<file path="config.mk">
export PLATFORM = sky130hd
export DESIGN_NAME = hazard_ctrl
export DESIGN_NICKNAME = d
export VERILOG_FILES = /design/src/rtl/pipe_ctrl_pkg.sv /design/src/rtl/hazard_scoreboard.sv /design/src/rtl/hazard_ctrl.sv
export SDC_FILE = /design/constraint.sdc
export NUM_CORES = 1
export LEC_CHECK = 0
export ABC_AREA = 1
export BUFFER_PORTS_ARGS = -buffer_cell sky130_fd_sc_hd__buf_2
export CAP_MARGIN = 20
export CORE_ASPECT_RATIO = 1.1
export CORE_MARGIN = 10
export CORE_UTILIZATION = 35
export CTS_CLUSTER_DIAMETER = 30
export DETAILED_ROUTE_END_ITERATION = 6
export PLACE_DENSITY = 0.54
export RECOVER_POWER = 25
export SETUP_SLACK_MARGIN = 0.05
export SLEW_MARGIN = 10
export SYNTH_ARGS = -nofsm -noshare
export SYNTH_HDL_FRONTEND = slang
export SYNTH_SLANG_ARGS = --single-unit
</file>
<file path="constraint.sdc">
create_clock -name i_clk -period 2.3 [get_ports i_clk]
set_input_delay 0.69 -clock i_clk [delete_from_list [all_inputs] [get_ports i_clk]]
set_output_delay 0.69 -clock i_clk [all_outputs]
set_load 0.05 [all_outputs]
</file>
<file path="src/rtl/pipe_ctrl_pkg.sv">
// Shared types for the pipeline hazard/flush controller.
// Latency: n/a (types and constants only).
// Backpressure: n/a.
//
// Holds the controller FSM state encoding, the scoreboard entry layout,
// the scoreboard stage indices and the single-entry source-match helper.
package pipe_ctrl_pkg;

    typedef enum logic [1:0] {
        RUN   = 2'd0,
        STALL = 2'd1,
        FLUSH = 2'd2
    } ctrl_state_t;

    typedef struct packed {
        logic       valid;
        logic [4:0] dest;
    } sb_entry_t;

    // Entry i mirrors the instruction held in ID_REG, REG_EX, EX_MEM.
    localparam int SB_REG   = 0;
    localparam int SB_EX    = 1;
    localparam int SB_MEM   = 2;
    localparam int SB_DEPTH = 3;

    // $0 is hard-wired zero, so reading it can never be a stale read.
    function automatic logic entry_match(input sb_entry_t e, input logic [4:0] r);
        return e.valid && (r != 5'd0) && (e.dest == r);
    endfunction

endpackage

</file>
<file path="src/rtl/hazard_scoreboard.sv">
// In-flight register-write scoreboard: 3-entry shift (REG, EX, MEM) plus source compare.
// Latency: match outputs are combinational from registered entries; entries update every edge.
// Backpressure: none; i_bubble inserts an empty REG entry, i_flush empties every entry.
//
// Ports:
//   i_clk, i_reset            clock, synchronous active-high reset
//   i_flush                   taken branch: all entries load invalid
//   i_bubble                  stall: REG loads invalid, older entries still shift
//   i_new_vld, i_new_dest     entry written into REG when ID advances
//   i_rs, i_rt                ID-stage source registers to compare
//   o_rs_match, o_rt_match    source equals a valid entry in the check set
module hazard_scoreboard
    import pipe_ctrl_pkg::*;
#(
    parameter int WB_BYPASS = 1
) (
    input  logic       i_clk,
    input  logic       i_reset,
    input  logic       i_flush,
    input  logic       i_bubble,
    input  logic       i_new_vld,
    input  logic [4:0] i_new_dest,
    input  logic [4:0] i_rs,
    input  logic [4:0] i_rt,
    output logic       o_rs_match,
    output logic       o_rt_match
);

    sb_entry_t r_sb [SB_DEPTH];

    // Without a WB bypass the producer is still unwritten while it sits in
    // MEM's successor slot, so MEM must also be part of the check set.
    logic w_chk_mem;
    assign w_chk_mem = (WB_BYPASS == 0);

    always_ff @(posedge i_clk) begin
        if (i_reset || i_flush) begin
            r_sb[SB_REG] <= '0;
            r_sb[SB_EX]  <= '0;
            r_sb[SB_MEM] <= '0;
        end else begin
            r_sb[SB_MEM] <= r_sb[SB_EX];
            r_sb[SB_EX]  <= r_sb[SB_REG];
            if (i_bubble) begin
                r_sb[SB_REG] <= '0;
            end else begin
                r_sb[SB_REG].valid <= i_new_vld;
                r_sb[SB_REG].dest  <= i_new_dest;
            end
        end
    end

    assign o_rs_match = entry_match(r_sb[SB_REG], i_rs)
                      | entry_match(r_sb[SB_EX], i_rs)
                      | (w_chk_mem & entry_match(r_sb[SB_MEM], i_rs));

    assign o_rt_match = entry_match(r_sb[SB_REG], i_rt)
                      | entry_match(r_sb[SB_EX], i_rt)
                      | (w_chk_mem & entry_match(r_sb[SB_MEM], i_rt));

endmodule

</file>
<file path="src/rtl/hazard_ctrl.sv">
// Hazard/flush controller for the IF-ID-REG-EX-MEM-WB pipeline with no forwarding.
// Latency: all control outputs are combinational (Mealy) and act on the next rising edge.
// Backpressure: stalls PC and IF_ID while an ID consumer would read a stale register.
//
// Ports:
//   i_clk, i_reset                     clock, synchronous active-high reset
//   i_id_valid, i_id_rs, i_id_rt,      ID-stage instruction: validity, sources,
//   i_id_uses_rt, i_id_dest,           whether rt is read, destination and
//   i_id_reg_write                     whether it writes the register file
//   i_mem_branch_taken                 branch resolved taken in MEM
//   o_pc_hold, o_if_id_hold            hold PC / IF_ID this edge
//   o_id_reg_bubble                    ID_REG loads zero controls
//   o_flush_*                          named pipeline register loads zero controls
//   o_pc_redirect                      PC loads the branch target
//   o_stall_count, o_flush_count       saturating performance counters
//   o_ctrl_state                       current FSM state (debug)
module hazard_ctrl
    import pipe_ctrl_pkg::*;
#(
    parameter int WB_BYPASS = 1,
    parameter int CNT_W     = 16
) (
    input  logic             i_clk,
    input  logic             i_reset,
    input  logic             i_id_valid,
    input  logic [4:0]       i_id_rs,
    input  logic [4:0]       i_id_rt,
    input  logic             i_id_uses_rt,
    input  logic [4:0]       i_id_dest,
    input  logic             i_id_reg_write,
    input  logic             i_mem_branch_taken,
    output logic             o_pc_hold,
    output logic             o_if_id_hold,
    output logic             o_id_reg_bubble,
    output logic             o_flush_if_id,
    output logic             o_flush_id_reg,
    output logic             o_flush_reg_ex,
    output logic             o_flush_ex_mem,
    output logic             o_pc_redirect,
    output logic [CNT_W-1:0] o_stall_count,
    output logic [CNT_W-1:0] o_flush_count,
    output logic [1:0]       o_ctrl_state
);

    localparam logic [CNT_W-1:0] CNT_ONE = {{(CNT_W-1){1'b0}}, 1'b1};
    localparam logic [CNT_W-1:0] CNT_MAX = {CNT_W{1'b1}};

    ctrl_state_t      r_state;
    logic [CNT_W-1:0] r_stall_cnt;
    logic [CNT_W-1:0] r_flush_cnt;

    logic w_rs_match;
    logic w_rt_match;
    logic w_hazard;
    logic w_in_flush;
    logic w_branch;
    logic w_stall;
    logic w_new_vld;

    assign w_new_vld = i_id_valid & i_id_reg_write & (i_id_dest != 5'd0);

    hazard_scoreboard #(
        .WB_BYPASS (WB_BYPASS)
    ) u_sb (
        .i_clk      (i_clk),
        .i_reset    (i_reset),
        .i_flush    (w_branch),
        .i_bubble   (w_stall),
        .i_new_vld  (w_new_vld),
        .i_new_dest (i_id_dest),
        .i_rs       (i_id_rs),
        .i_rt       (i_id_rt),
        .o_rs_match (w_rs_match),
        .o_rt_match (w_rt_match)
    );

    assign w_hazard = i_id_valid & (w_rs_match | (i_id_uses_rt & w_rt_match));

    // The cycle after a flush IF_ID holds a bubble and EX_MEM was cleared,
    // so neither a hazard nor a branch from that cycle is real.
    assign w_in_flush = (r_state == FLUSH);

    // Branch outranks the hazard: the stalled ID instruction is discarded anyway.
    assign w_branch = !i_reset && !w_in_flush && i_mem_branch_taken;
    assign w_stall  = !i_reset && !w_in_flush && !i_mem_branch_taken && w_hazard;

    assign o_pc_hold       = w_stall;
    assign o_if_id_hold    = w_stall;
    assign o_id_reg_bubble = w_stall;
    assign o_flush_if_id   = w_branch;
    assign o_flush_id_reg  = w_branch;
    assign o_flush_reg_ex  = w_branch;
    assign o_flush_ex_mem  = w_branch;
    assign o_pc_redirect   = w_branch;

    always_ff @(posedge i_clk) begin
        if (i_reset) begin
            r_state     <= RUN;
            r_stall_cnt <= '0;
            r_flush_cnt <= '0;
        end else if (w_branch) begin
            r_state <= FLUSH;
            if (r_flush_cnt != CNT_MAX) begin
                r_flush_cnt <= r_flush_cnt + CNT_ONE;
            end
        end else if (w_stall) begin
            r_state <= STALL;
            if (r_stall_cnt != CNT_MAX) begin
                r_stall_cnt <= r_stall_cnt + CNT_ONE;
            end
        end else begin
            r_state <= RUN;
        end
    end

    assign o_stall_count = r_stall_cnt;
    assign o_flush_count = r_flush_cnt;
    assign o_ctrl_state  = r_state;

endmodule

</file>
; ---- Word-level counts from Yosys, hierarchy flattened
; Memories as Yosys holds them, arrays and structs flattened.
; Index checks and enable logic that the tools add are counted.
[classes]
bitwise = 13
n_mux = 16
n_eq_ne = 7
reduce_logical = 22
addsub = 2
[op_table]
columns = op, count
row1 = 16-bit by 1-bit adder with 16-bit output (second input constant), 2
row2 = 16-bit != test (second input constant), 2
row3 = 5-bit equality test, 4
row4 = 6-bit two-way mux, 3
row5 = 5-bit nonzero test, 3
row6 = 1-bit logical AND, 12
row7 = 1-bit two-way mux, 11
row8 = 1-bit OR, 8
row9 = 5-bit two-way mux, 1
row10 = 1-bit bitwise AND, 4
row11 = 1-bit logical NOT, 3
row12 = 3-bit AND reduction, 1
row13 = 2-bit equality test (second input constant), 1
row14 = 2-bit two-way mux, 1
row15 = 2-bit AND reduction, 1
row16 = 2-bit OR reduction, 1
row17 = 1-bit logical OR, 1
row18 = 1-bit inverter, 1
[word_totals]
ramBits = 18
n_memories = 1
register_bits = 34
elab_cells = 65
[mem_list]
columns = memory, words, word_bits, read_ports, rd_ports_with_merged_regs, write_ports, line_no
row1 = u_sb.r_sb, 3, 6, 2, 0, 3, hazard_scoreboard.sv:29  ; sb_entry_t r_sb [SB_DEPTH];

; ---- Depth between registers and ports, before layout
; Gate-level depths: netlist (run 1).
[logic_depth]
ltp_word = 13
ltp_mapped = 14

; ---- By module
; From an unflattened synthesis (run 1), not the netlist that was laid out.
[hier_totals]
cells_unflattened = 460
area_unflattened_um2 = 2960.3
[by_module_without_submodules]
columns = mod, seq_area_each_um2, area_each_um2, n_inst, cells_each
row1 = hazard_ctrl, 680.7, 2105.8, 1, 347
row2 = hazard_scoreboard, 360.3, 854.6, 1, 113

; ---- Worst setup path before layout (run 1)
; OpenSTA, ideal clock, no wires.
[synth_path]
path_type = input to output
start = in i_reset
end = out o_if_id_hold
path_slack_ns = -0.186
t_arrival_ns = 1.796
t_required_ns = 1.610
cell_stages = 7
path_cell_list = buf_6 inv_4 nand2_2 nor3b_4 nand2_1 inv_2 buf_4
[synth_between]
elab_chain_len = 4
[synth_lines]
columns = element, line_no
row1 = from (decl), hazard_ctrl.sv:24  ; input logic i_reset,
row2 = 1-bit logical NOT, hazard_ctrl.sv:85  ; assign w_stall = !i_reset && !w_in_flush && !i_mem_branch_taken && w_hazard;
row3 = 1-bit logical AND (3 in a row), hazard_ctrl.sv:85
row4 = to (decl), hazard_ctrl.sv:33  ; output logic o_if_id_hold,
; Every way passes these cells.

; ---- Worst setup path in the final report (run 1)
[layout_path]
start = in i_id_rs[3]
end = out o_if_id_hold
[layout_between]
elab_chain_len = 7
word_cells_on_any_way = 11
cone_classes = 2 x eq/ne / 3 x bitwise / 6 x reduce/logical
[layout_lines]
columns = element, line_no
row1 = from (decl), hazard_ctrl.sv:26  ; input logic [4:0] i_id_rs,
row2 = 5-bit nonzero test, pipe_ctrl_pkg.sv:28  ; return e.valid && (r != 5'd0) && (e.dest == r);
row3 = 1-bit logical AND (2 in a row), pipe_ctrl_pkg.sv:28
row4 = 1-bit OR (*), hazard_scoreboard.sv:54  ; | entry_match(r_sb[SB_EX], i_rs)
row5 = 1-bit OR (*), hazard_ctrl.sv:77  ; assign w_hazard = i_id_valid & (w_rs_match | (i_id_uses_rt & w_rt_match));
row6 = 1-bit bitwise AND (*), hazard_ctrl.sv:77
row7 = 1-bit logical AND (*), hazard_ctrl.sv:85
; Every way passes the cells marked *; elsewhere a longest branch is shown, timed or not.

==> flow_metrics.tcl, run 1 <==
set metrics [dict create \
    final.hold.worst_slack_ns 0.499 \
    grt_overflow_total 0 \
    fillerInstances 830 \
    final_cells 608 \
    dr.pass1.iters 4 \
    slew_violations 0 \
    io_pins 63 \
    number_of_sinks_handled_by_clock_tree_synthesis 46 \
    worst_pin_slew_ns 0.625 \
    grt_setup_unrepaired "true" \
    largest_net_degree_at_the_start_of_global_routing 26 \
    top_post_synthesis_cells_by_count "nand2_1, nor2_1, inv_1" \
    per_cell_via_count_in_the_routed_design 4.45 \
    floorplan.die.height_um 114 \
    netlist.top_cell.by_area "dfxtp_1" \
    cp_num_buf_inv 4 \
    cts-htree-levels 2 \
    gp_congestion 0.799 \
    synth_area_per_cell_um2 6.74 \
    worstSetupPathType "in2out" \
    drcViolationCount 0 \
    fp-row-count 34 \
    die-width_um 105 \
    synth-edff-count 12 \
    core_area_um2 7830 \
    synth_top_area_share_pct 24.5 \
    cell_family_with_the_largest_share_of_critical_path_delay "simple AND/OR/NAND/NOR gates" \
    number_of_global_route_vias_before_repair 2519 \
    synth_cell_types 38 \
    port_buffers 62 \
    final_min_period_over_clock_period_pct 101 \
    max_freq_ghz 0.432 \
    detailroute.via_count 2708 \
    final_net_count 522 \
    clock_buffer_count_from_cts 5 \
    postLayoutCellArea_um2 3510 \
    groute.usage.overall_pct 11.4 \
    post_synth_inst_count 413 \
    start_util_pct 35.5 \
    syn_to_final_growth_pct 26.3 \
    place_worst_setup_slack_ns -0.173 \
    setup.worst_path.end_class "output pin" \
    register_bit_total_from_synthesis 46 \
    first_iter_violations 102 \
    postPlaceCellArea_um2 3290 \
    cp_cell_sequence "buf_4 -> inv_2 -> nand2_1 -> nand2_1 -> nor2_1 -> nand3_1 -> nand2_1 -> nand2_2 -> nand2_4 -> nand2_4 -> inv_6 -> buf_8" \
    fin_worst_skew_ns 0.00536 \
    worstPathRequired_ns 1.61 \
    yosys.cell_count.top_type "nand2_1" \
    die_area_um2 11900 \
    dominantRegCellSynth "dfxtp_1" \
    hpwl_after_detailed_placement_um 5390 \
    critical-path-max-stage-delay_ns 0.14 \
    wl_um 6830 \
    async_s_r_ff_share_synth_pct 0 \
    critPathMaxFanout 4 \
    layout.core_utilization_pct 44.9 \
    cts_buffer_depth 2 \
    maxcap_violations 0 \
    post-route-worst-setup-slack_ns -0.0142 \
    drtAntennaViolNets 0 \
    crit_path_start_kind "input pin" \
    post_drt_wl_per_cell_um 11.2 \
    cp_common_cell "nand2_1" \
    finalCriticalPeriod_ns 2.31 \
    antenna_cells_inserted 0 \
    worst_ir_drop_vdd_mv 0.271 \
    synthesis.area_um2 2780 \
    placed_cells 597 \
    grt_pass1_wl_um 11300 \
    grt_antenna_before_repair 0 \
    worst_skew_pair.late_latency_ns 0.29 \
    post_cts_hold_buffer_count 0 \
    synth-seq-area-share_pct 37.4 \
    crit_slowest_cell "buf_8" \
    cp.arrival_ns 1.62 \
    finalHoldViolCount 0 \
    run_status "finished, violations left" \
    failed_checks "negative setup slack" \
    timing.slew.headroom_pct 58.5 \
    setup-violations-final 3 \
    ys.warnings.count 0 \
    class_of_the_tightest_hold_or_removal_check "reg2reg" \
    power.density_cell_area_nw_per_um2 455 \
    ys_top_cells_by_area "dfxtp_1, nand2_1, edfxtp_1, nor2_1, inv_1" \
    leakagePower_uw 0.00168 \
    clkTransAtPathRegs_ns 0.08 \
    fraction_of_final_layout_cells_sized_beyond_drive_strength_1_pct 25.4 \
    cts.root.buffer_cell "clkbuf_8" \
    cts_tree "done" \
]
## where the power goes
group	switching [uW]	internal (uW)	total [uW]	leakage [uW]
combinational	146	82.5	229	0.00123
clock	263	247	510	0.0000512
sequential	13.5	848	862	0.000397
total	423	1180	1600	0.00168
## per-layer routing
| layer | global-route usage, % | vias up | share of wire, % |
|---|---|---|---|
| li1 | - | 1443 | - |
| met1 | 13.2 | 1203 | 44 |
| met2 | 19.6 | 58 | 49 |
| met3 | 3.55 | 4 | 6.0 |
| met4 | 3.30 | 0 | 0.70 |
| met5 | 0 | - | 0 |
## registers in the layout, summed over array words and instances, names as in the netlist
register,cells
u_sb.r_sb,12
o_ctrl_state,2
o_flush_count,16
o_stall_count,16
## placed cells by master, fill, tap and decap left out, types with 2 or more instances in the layout
master and count:
nand3_1 15, nor4_1 2, nand4_2 5, clkbuf_1 13, conb_1 12, ha_1 2
inv_4 2, nor2_2 5, nand4_1 14, clkbuf_4 2, clkinv_1 4, o21ai_1 11
clkbuf_8 6, inv_2 12, buf_8 5, nand2_2 13, nor3_1 7, nand2_1 99
inv_1 54, nor3_2 3, o21ai_0 9, xor2_1 2, buf_2 37, nor2_1 67
buf_6 5, a31oi_1 2, edfxtp_1 12, nor2_4 2, buf_4 19, nand2_4 3
a21oi_1 9, o21bai_1 2, dfxtp_1 34
## final timing paths
check                                              startpoint  slack (ns)                            end  depth (start not counted)
worst max-delay path                               i_id_rs[3]       -0.01                   o_if_id_hold                         12
worst min-delay path            o_flush_count[9]$_SDFFE_PP0P_        0.50  o_flush_count[9]$_SDFFE_PP0P_                          2
worst max register to register  u_sb.r_sb[0][1]$_SDFFCE_PN0P_        0.33  u_sb.r_sb[0][5]$_SDFFCE_PN0P_                         13
worst min register to register  o_flush_count[9]$_SDFFE_PP0P_        0.50  o_flush_count[9]$_SDFFE_PP0P_                          2
## timing repair
item                                    CTS  global route
gates resized for setup                  32            13
endpoints found under the setup margin    3             3
buffers inserted                          2             1
pin swaps                                16            12
## through the flow
step	power [uW]	TNS, ns
after floorplan	1030	-0.0481
after global placement	1090	-0.541
after detailed placement	1090	-0.516
after CTS	1620	-0.0323
after global routing	1690	-0.848
final	1600	-0.0422
## worst min-delay path, cell delays in order, from the launching register on
cell     delay [ns]
dfxtp_1        0.34
inv_1          0.07
a21oi_1        0.05
## cells by family (layout without fill, tap and decap cells)
group / Yosys count / after routing / share of synthesized area [%]
adders and majority gates: 2 / 2 / 0.899
xor gates and xnor gates: 3 / 3 / 0.944
DFF: 46 / 46 / 37.4
AOI/OAI and AO/OA: 35 / 35 / 6.74
and+or+nand+nor: 239 / 239 / 39.5
buffers and inverters: 87 / 163 / 14.3
other: 1 / 12 / 0.135
## cell type report
class | instances | area (um2) | area share, %
tap | 108 | 135 | 3.85
clock inverter | 1 | 5.00 | 0.142
inverter | 74 | 295 | 8.40
sequential | 46 | 1040 | 29.6
clock buffer | 7 | 87.6 | 2.49
multi-input combinational | 291 | 1430 | 40.6
timing repair buffer | 81 | 523 | 14.9
(Power assumes the default switching activity.)
==> inputs of run 2 (changes only) <==
--- a/config.mk
+++ b/config.mk
@@ -5,7 +5,6 @@
 export SDC_FILE = /design/constraint.sdc
 export NUM_CORES = 1
 export LEC_CHECK = 0
-export ABC_AREA = 1
 export BUFFER_PORTS_ARGS = -buffer_cell sky130_fd_sc_hd__buf_2
 export CAP_MARGIN = 20
 export CORE_ASPECT_RATIO = 1.1
@@ -13,10 +12,10 @@
 export CORE_UTILIZATION = 35
 export CTS_CLUSTER_DIAMETER = 30
 export DETAILED_ROUTE_END_ITERATION = 6
-export PLACE_DENSITY = 0.54
+export PLACE_DENSITY = 0.55
 export RECOVER_POWER = 25
 export SETUP_SLACK_MARGIN = 0.05
-export SLEW_MARGIN = 10
+export SLEW_MARGIN = 5
 export SYNTH_ARGS = -nofsm -noshare
 export SYNTH_HDL_FRONTEND = slang
 export SYNTH_SLANG_ARGS = --single-unit
==> flow_metrics.tcl, run 2 <==
set metrics [dict create \
    number_of_global_route_vias_before_repair 2341 \
    slew_violations 0 \
    failed_checks "negative setup slack" \
    finalCriticalPeriod_ns 2.67 \
    post_synth_inst_count 266 \
    worst_skew_pair.late_latency_ns 0.30 \
    cts_buffer_depth 2 \
    multi_input_comb_area_um2 1430 \
    max_freq_ghz 0.374 \
    per_cell_via_count_in_the_routed_design 5.01 \
    grt_pass1_wl_um 10700 \
    top_post_synthesis_cells_by_count "dfxtp_1, nor2_1, xnor2_1" \
    drtAntennaViolNets 0 \
    fraction_of_final_layout_cells_sized_beyond_drive_strength_1_pct 30.0 \
    r2r_setup_slack_ns -0.01 \
    core_area_um2 6710 \
    cp.arrival_ns 1.98 \
    worstPathRequired_ns 1.61 \
    grt_setup_unrepaired "true" \
    fillerInstances 664 \
    grt_antenna_before_repair 0 \
    power.density_cell_area_nw_per_um2 498 \
    number_of_sinks_handled_by_clock_tree_synthesis 46 \
    final.hold.worst_slack_ns 0.515 \
    detailroute.via_count 2265 \
    run_status "finished, violations left" \
    synth_area_per_cell_um2 9.21 \
    async_s_r_ff_share_synth_pct 0 \
    final_net_count 392 \
    dominantRegCellSynth "dfxtp_1" \
    final_min_period_over_clock_period_pct 116 \
    leading_cell_type_in_the_layout_fill_and_taps_excluded "buf_2" \
    largest_net_degree_at_the_start_of_global_routing 21 \
    cts.root.buffer_cell "clkbuf_8" \
    antenna_cells_inserted 0 \
    die-width_um 99.8 \
    dr.pass1.iters 4 \
    power.share.clock_pct 36.4 \
    post_drt_wl_per_cell_um 14.3 \
    class_of_the_tightest_hold_or_removal_check "reg2reg" \
    floorplan.die.height_um 108 \
    postPlaceCellArea_um2 3080 \
    final_cells 452 \
    placed_cells 435 \
    grt_overflow_total 0 \
    sequential_share_of_power_pct 51.4 \
    post-route-worst-setup-slack_ns -0.372 \
    critical-path-max-stage-delay_ns 0.52 \
    clkTransAtPathRegs_ns 0.09 \
    cts_tree "done" \
    critPathMaxFanout 3 \
    synth-seq-area-share_pct 42.5 \
    die_area_um2 10800 \
    maxcap_violations 0 \
    first_iter_violations 46 \
    power_frac_comb_pct 12.3 \
    crit_path_start_kind "input pin" \
    groute.usage.overall_pct 11.9 \
    synth-edff-count 12 \
    timing.slew.headroom_pct 50.0 \
    netlist.top_cell.by_area "dfxtp_1" \
    register_bit_total_from_synthesis 46 \
    leakagePower_uw 0.00130 \
    ys.warnings.count 0 \
    clock_buffer_count_from_cts 5 \
    postLayoutCellArea_um2 3390 \
    syn_to_final_growth_pct 38.1 \
    start_util_pct 36.5 \
    p_switching_uw 411 \
    finalHoldViolCount 0 \
    crit_slowest_cell "or4_4" \
    setup.worst_path.end_class "output pin" \
    yosys.cell_count.top_type "dfxtp_1" \
    p_sw_share_pct 24.4 \
    final-seq-area_um2 1050 \
    internal_power_uw 1270 \
    hpwl_after_detailed_placement_um 4750 \
    setup-violations-final 19 \
    wl_um 6450 \
    worst_pin_slew_ns 0.748 \
    final_cell_mix "buf_2, buf_4, xnor2_1, dfxtp_1, nor2_1" \
    synth_top_area_share_pct 27.8 \
    gp_congestion 0.791 \
    cp_cell_sequence "buf_6 -> or4_4 -> o21a_4 -> a22oi_2 -> nor2_4 -> buf_8" \
    ys_top_cells_by_area "dfxtp_1, edfxtp_1, xnor2_1, nor2_1, nand4_1" \
    worst_ir_drop_vdd_mv 0.244 \
    worstSetupPathType "in2out" \
    drcViolationCount 0 \
    synthesis.area_um2 2450 \
    io_pins 63 \
    fp-row-count 31 \
    place_worst_setup_slack_ns -0.439 \
    fin_worst_skew_ns 0.0106 \
    synth_cell_types 46 \
    port_buffers 62 \
    cts-htree-levels 2 \
]
## run 2: cell types whose count changed in the layout (fill, tap and decap cells not counted), moves of 7 or more
cell,before,now
buf_4,19,31
nand2_2,13,0
or3_1,0,7
nand2_1,99,17
and2_1,0,13
inv_1,54,2
xnor2_1,1,28
clkbuf_1,13,20
inv_2,12,0
nor2_1,67,27
or4_1,0,7
## run 2: final timing paths
| path | startpoint | to | cells after the start |
|---|---|---|---|
| worst max-delay path | i_id_rt[2] | o_pc_hold | 6 |
| worst min-delay path | o_flush_count[14]$_SDFFE_PP0P_ | o_flush_count[14]$_SDFFE_PP0P_ | 2 |
| worst max register to register | o_ctrl_state[1]$_SDFF_PP0_ | o_flush_count[14]$_SDFFE_PP0P_ | 6 |
| worst min register to register | o_flush_count[14]$_SDFFE_PP0P_ | o_flush_count[14]$_SDFFE_PP0P_ | 2 |
## run 2: cell families (layout without fill, tap and decap cells)
family / after synthesis / in the layout / synth area share, %
simple gates: 127 / 127 / 29.4
buf+inv: 16 / 109 / 4.03
mux: 4 / 4 / 1.74
compound gates: 37 / 37 / 9.44
flops: 46 / 46 / 42.5
other cells: 1 / 12 / 0.153
fa+ha+maj: 2 / 2 / 1.02
xor+xnor: 33 / 33 / 11.8
## run 2: metal layers
metal | vias up | wire [um] | GRT usage [%]
met5 | - | 0 | 0
met3 | 4 | 454 | 4.88
met1 | 1069 | 2860 | 13.6
li1 | 1144 | - | -
met4 | 0 | 51 | 3.48
met2 | 48 | 3080 | 20.0
## run 2: what timing repair did
action                                  in CTS  in global routing
endpoints found under the setup margin      11                 11
gates resized for setup                     29                 10
pin swaps                                    5                  5
cloned                                       2                  1
setup buffers                                3                  4
hold buffers                                 0                  0
endpoints found under the hold margin        0                  0
## run 2: area by class of cell
class	count	share of cell area (%)
repair buffers	99	20.4
multi-input cells	215	42.2
clock buffers	6	2.14
clock inverters	2	1.11
flip-flops and latches	46	31.0
inverters	2	0.222
well taps	82	3.03
## run 2: through the flow
step | utilization [%] | total power, uW | setup TNS, ns
CTS | 50.5 | 1710 | -1.30
detailed placement | 46.0 | 1060 | -6.54
finish | 50.5 | 1680 | -3.25
floorplan | - | 1010 | -1.79
global placement | 46.0 | 1060 | -5.55
global route | 50.5 | 1760 | -5.90
## run 2: critical path, delay by kind of cell
family | cells | cell delay [ns]
compound gates | 2 | 0.44
buf+inv | 2 | 0.24
simple gates | 2 | 0.60
## run 2: power groups by stage
stage	Sequential, uW	Combinational [uW]	Clock, uW
floorplan	892	114	0
global placement	885	177	0
detailed placement	885	180	0
CTS	866	215	628
global route	869	225	664
finish	866	207	613
==> inputs of run 3 (changes only) <==
--- a/config.mk
+++ b/config.mk
@@ -12,10 +12,11 @@
 export CORE_UTILIZATION = 35
 export CTS_CLUSTER_DIAMETER = 30
 export DETAILED_ROUTE_END_ITERATION = 6
-export PLACE_DENSITY = 0.55
+export PLACE_DENSITY = 0.54
 export RECOVER_POWER = 25
 export SETUP_SLACK_MARGIN = 0.05
 export SLEW_MARGIN = 5
 export SYNTH_ARGS = -nofsm -noshare
 export SYNTH_HDL_FRONTEND = slang
+export SYNTH_HIERARCHICAL = 1
 export SYNTH_SLANG_ARGS = --single-unit
==> flow_metrics.tcl, run 3 <==
set metrics [dict create \
    antenna_cells_inserted 0 \
    grt_overflow_total 0 \
    class_of_the_tightest_hold_or_removal_check "reg2reg" \
    slew_violations 0 \
    die-width_um 102 \
    yosys.cell_count.top_type "dfxtp_1" \
    die_area_um2 11200 \
    wl_um 6970 \
    grt_antenna_before_repair 0 \
    power.density_cell_area_nw_per_um2 505 \
    number_of_sinks_handled_by_clock_tree_synthesis 46 \
    clock_buffer_count_from_cts 5 \
    port_buffers 62 \
    max_freq_ghz 0.317 \
    cts_tree "done" \
    critical-path-max-stage-delay_ns 0.51 \
    top_usage_layer "met2" \
    per_cell_via_count_in_the_routed_design 5.35 \
    postPlaceCellArea_um2 3080 \
    finalHoldViolCount 0 \
    worst_pin_slew_ns 0.616 \
    leading_cell_type_in_the_layout_fill_and_taps_excluded "buf_2" \
    grt_setup_unrepaired "true" \
    core_area_um2 7090 \
    cts-htree-levels 2 \
    crit_path_start_kind "input pin" \
    clkTransAtPathRegs_ns 0.08 \
    floorplan.die.height_um 110 \
    netlist.top_cell.by_area "dfxtp_1" \
    final_cells 443 \
    final_net_count 380 \
    number_of_global_route_vias_before_repair 2305 \
    dominantRegCellSynth "dfxtp_1" \
    postLayoutCellArea_um2 3260 \
    setup.worst_path.end_class "output pin" \
    grt_util_met3_pct 3.89 \
    fp-row-count 32 \
    drtAntennaViolNets 0 \
    timing.setup.tns_ns -11.35 \
    grt_pass1_wl_um 11300 \
    worst_ir_drop_vdd_mv 0.237 \
    top_post_synthesis_cells_by_count "dfxtp_1, a21oi_1, or4_1, xor2_1, nand3_1" \
    dr.pass1.iters 4 \
    post_synth_inst_count 275 \
    cp_cell_sequence "buf_2 -> xor2_1 -> nor4_2 -> nand3_1 -> a21oi_2 -> a21oi_1 -> or4_4 -> clkinvlp_4 -> buf_8" \
    ys.warnings.count 6 \
    io_pins 63 \
    syn_to_final_growth_pct 26.7 \
    groute.layer.met1.usage_pct 15.2 \
    groute.usage.overall_pct 12.6 \
    async_s_r_ff_share_synth_pct 0 \
    placed_cells 434 \
    finalCriticalPeriod_ns 3.15 \
    detailroute.via_count 2370 \
    post-route-worst-setup-slack_ns -0.854 \
    synth-seq-area-share_pct 40.5 \
    worstPathRequired_ns 1.61 \
    fraction_of_final_layout_cells_sized_beyond_drive_strength_1_pct 27.9 \
    timing.slew.headroom_pct 59.1 \
    first_iter_violations 81 \
    start_util_pct 36.3 \
    leakagePower_uw 0.00124 \
    fin_worst_skew_ns 0.00725 \
    cts.root.buffer_cell "clkbuf_8" \
    cp.arrival_ns 2.46 \
    worstSetupPathType "in2out" \
    post_cts_hold_buffer_count 0 \
    fillerInstances 721 \
    grt.met2_usage_pct 20.8 \
    post_drt_wl_per_cell_um 15.7 \
    largest_net_degree_at_the_start_of_global_routing 34 \
    synthesis.area_um2 2570 \
    register_bit_total_from_synthesis 46 \
    failed_checks "negative setup slack" \
    place_worst_setup_slack_ns -1.04 \
    synth_cell_types 45 \
    final_min_period_over_clock_period_pct 137 \
    final_cell_mix "buf_2, dfxtp_1, a21oi_1" \
    crit_slowest_cell "or4_4" \
    maxcap_violations 0 \
    critPathMaxFanout 4 \
    drcViolationCount 0 \
    synth_area_per_cell_um2 9.35 \
    run_status "finished, violations left" \
    ys_top_cells_by_area "dfxtp_1, edfxtp_1, xor2_1, or4_1, a21oi_1" \
    hpwl_after_detailed_placement_um 5280 \
    worst_skew_pair.late_latency_ns 0.30 \
    setup-violations-final 30 \
    gp_congestion 0.921 \
    synth_top_area_share_pct 26.5 \
    cts_buffer_depth 2 \
    synth-edff-count 12 \
]
[run 3: worst max-delay path, delay by kind of cell]
kind / cells / cell delay, ns
AOI/OAI and AO/OA: 2 / 0.19
xor gates and xnor gates: 1 / 0.17
buffers and inverters: 3 / 0.43
and+or+nand+nor: 3 / 0.98
[run 3: kinds of logic (layout without fill, tap and decap cells)]
group / after synthesis / count (layout) / share of synthesized area [%]
adders and majority gates: 2 / 2 / 0.973
DFF: 46 / 46 / 40.5
and+or+nand+nor: 119 / 119 / 29.4
other: 1 / 12 / 0.146
AOI/OAI and AO/OA: 54 / 54 / 14.0
xor gates and xnor gates: 20 / 20 / 6.81
buffers and inverters: 27 / 99 / 5.60
muxes: 6 / 6 / 2.63
[run 3: layout make-up]
type / count / area [um2] / share of cell area (%)
flip-flops and latches: 46 / 1040 / 32.1
clock buffers: 7 / 76.3 / 2.34
well taps: 85 / 106 / 3.27
multi-input cells: 213 / 1470 / 45.0
clock inverters: 1 / 30.0 / 0.922
repair buffers: 82 / 492 / 15.1
inverters: 9 / 41.3 / 1.27
[run 3: repair_timing]
| item | 4_1_cts | 5_1_grt |
|---|---|---|
| setup endpoints to repair | 26 | 32 |
| gates resized for setup | 14 | 18 |
| buffers inserted | 0 | 1 |
| pin swaps | 1 | 4 |
| hold endpoints to repair | 0 | 0 |
| cloned | 0 | 0 |
[run 3: report_power, final]
| part | internal (uW) | leakage [uW] | total [uW] | switching (uW) |
|---|---|---|---|---|
| logic | 68.1 | 0.000789 | 173 | 105 |
| registers | 849 | 0.000398 | 865 | 16.7 |
| clock network | 326 | 0.0000524 | 606 | 280 |
| total | 1240 | 0.00124 | 1640 | 402 |
[run 3: routing by layer]
layer | part of all wire [%] | vias to the layer above
met3 | 7.2 | 6
met4 | 1.1 | 0
met1 | 44 | 1108
li1 | - | 1196
met2 | 48 | 60
met5 | 0 | -
[run 3: stage by stage]
step	util (%)	hold slack (ns)	power, uW
6_report	46.0	0.522	1640
5_1_grt	46.0	0.553	1710
4_1_cts	45.7	0.521	1670
3_5_place_dp	43.4	0.505	1050
3_3_place_gp	43.4	0.497	1050
2_1_floorplan	-	0.548	990
[run 3: final timing paths]
path,startpoint,to,slack [ns],depth (start not counted)
worst max-delay path,i_id_rs[0],o_id_reg_bubble,-0.85,9
worst min-delay path,o_stall_count[6]$_SDFFE_PP0P_,o_stall_count[6]$_SDFFE_PP0P_,0.52,2
worst max register to register,u_sb/r_sb[0][0]$_SDFFCE_PN0P_,o_stall_count[11]$_SDFFE_PP0P_,-0.49,9
worst min register to register,o_stall_count[6]$_SDFFE_PP0P_,o_stall_count[6]$_SDFFE_PP0P_,0.52,2
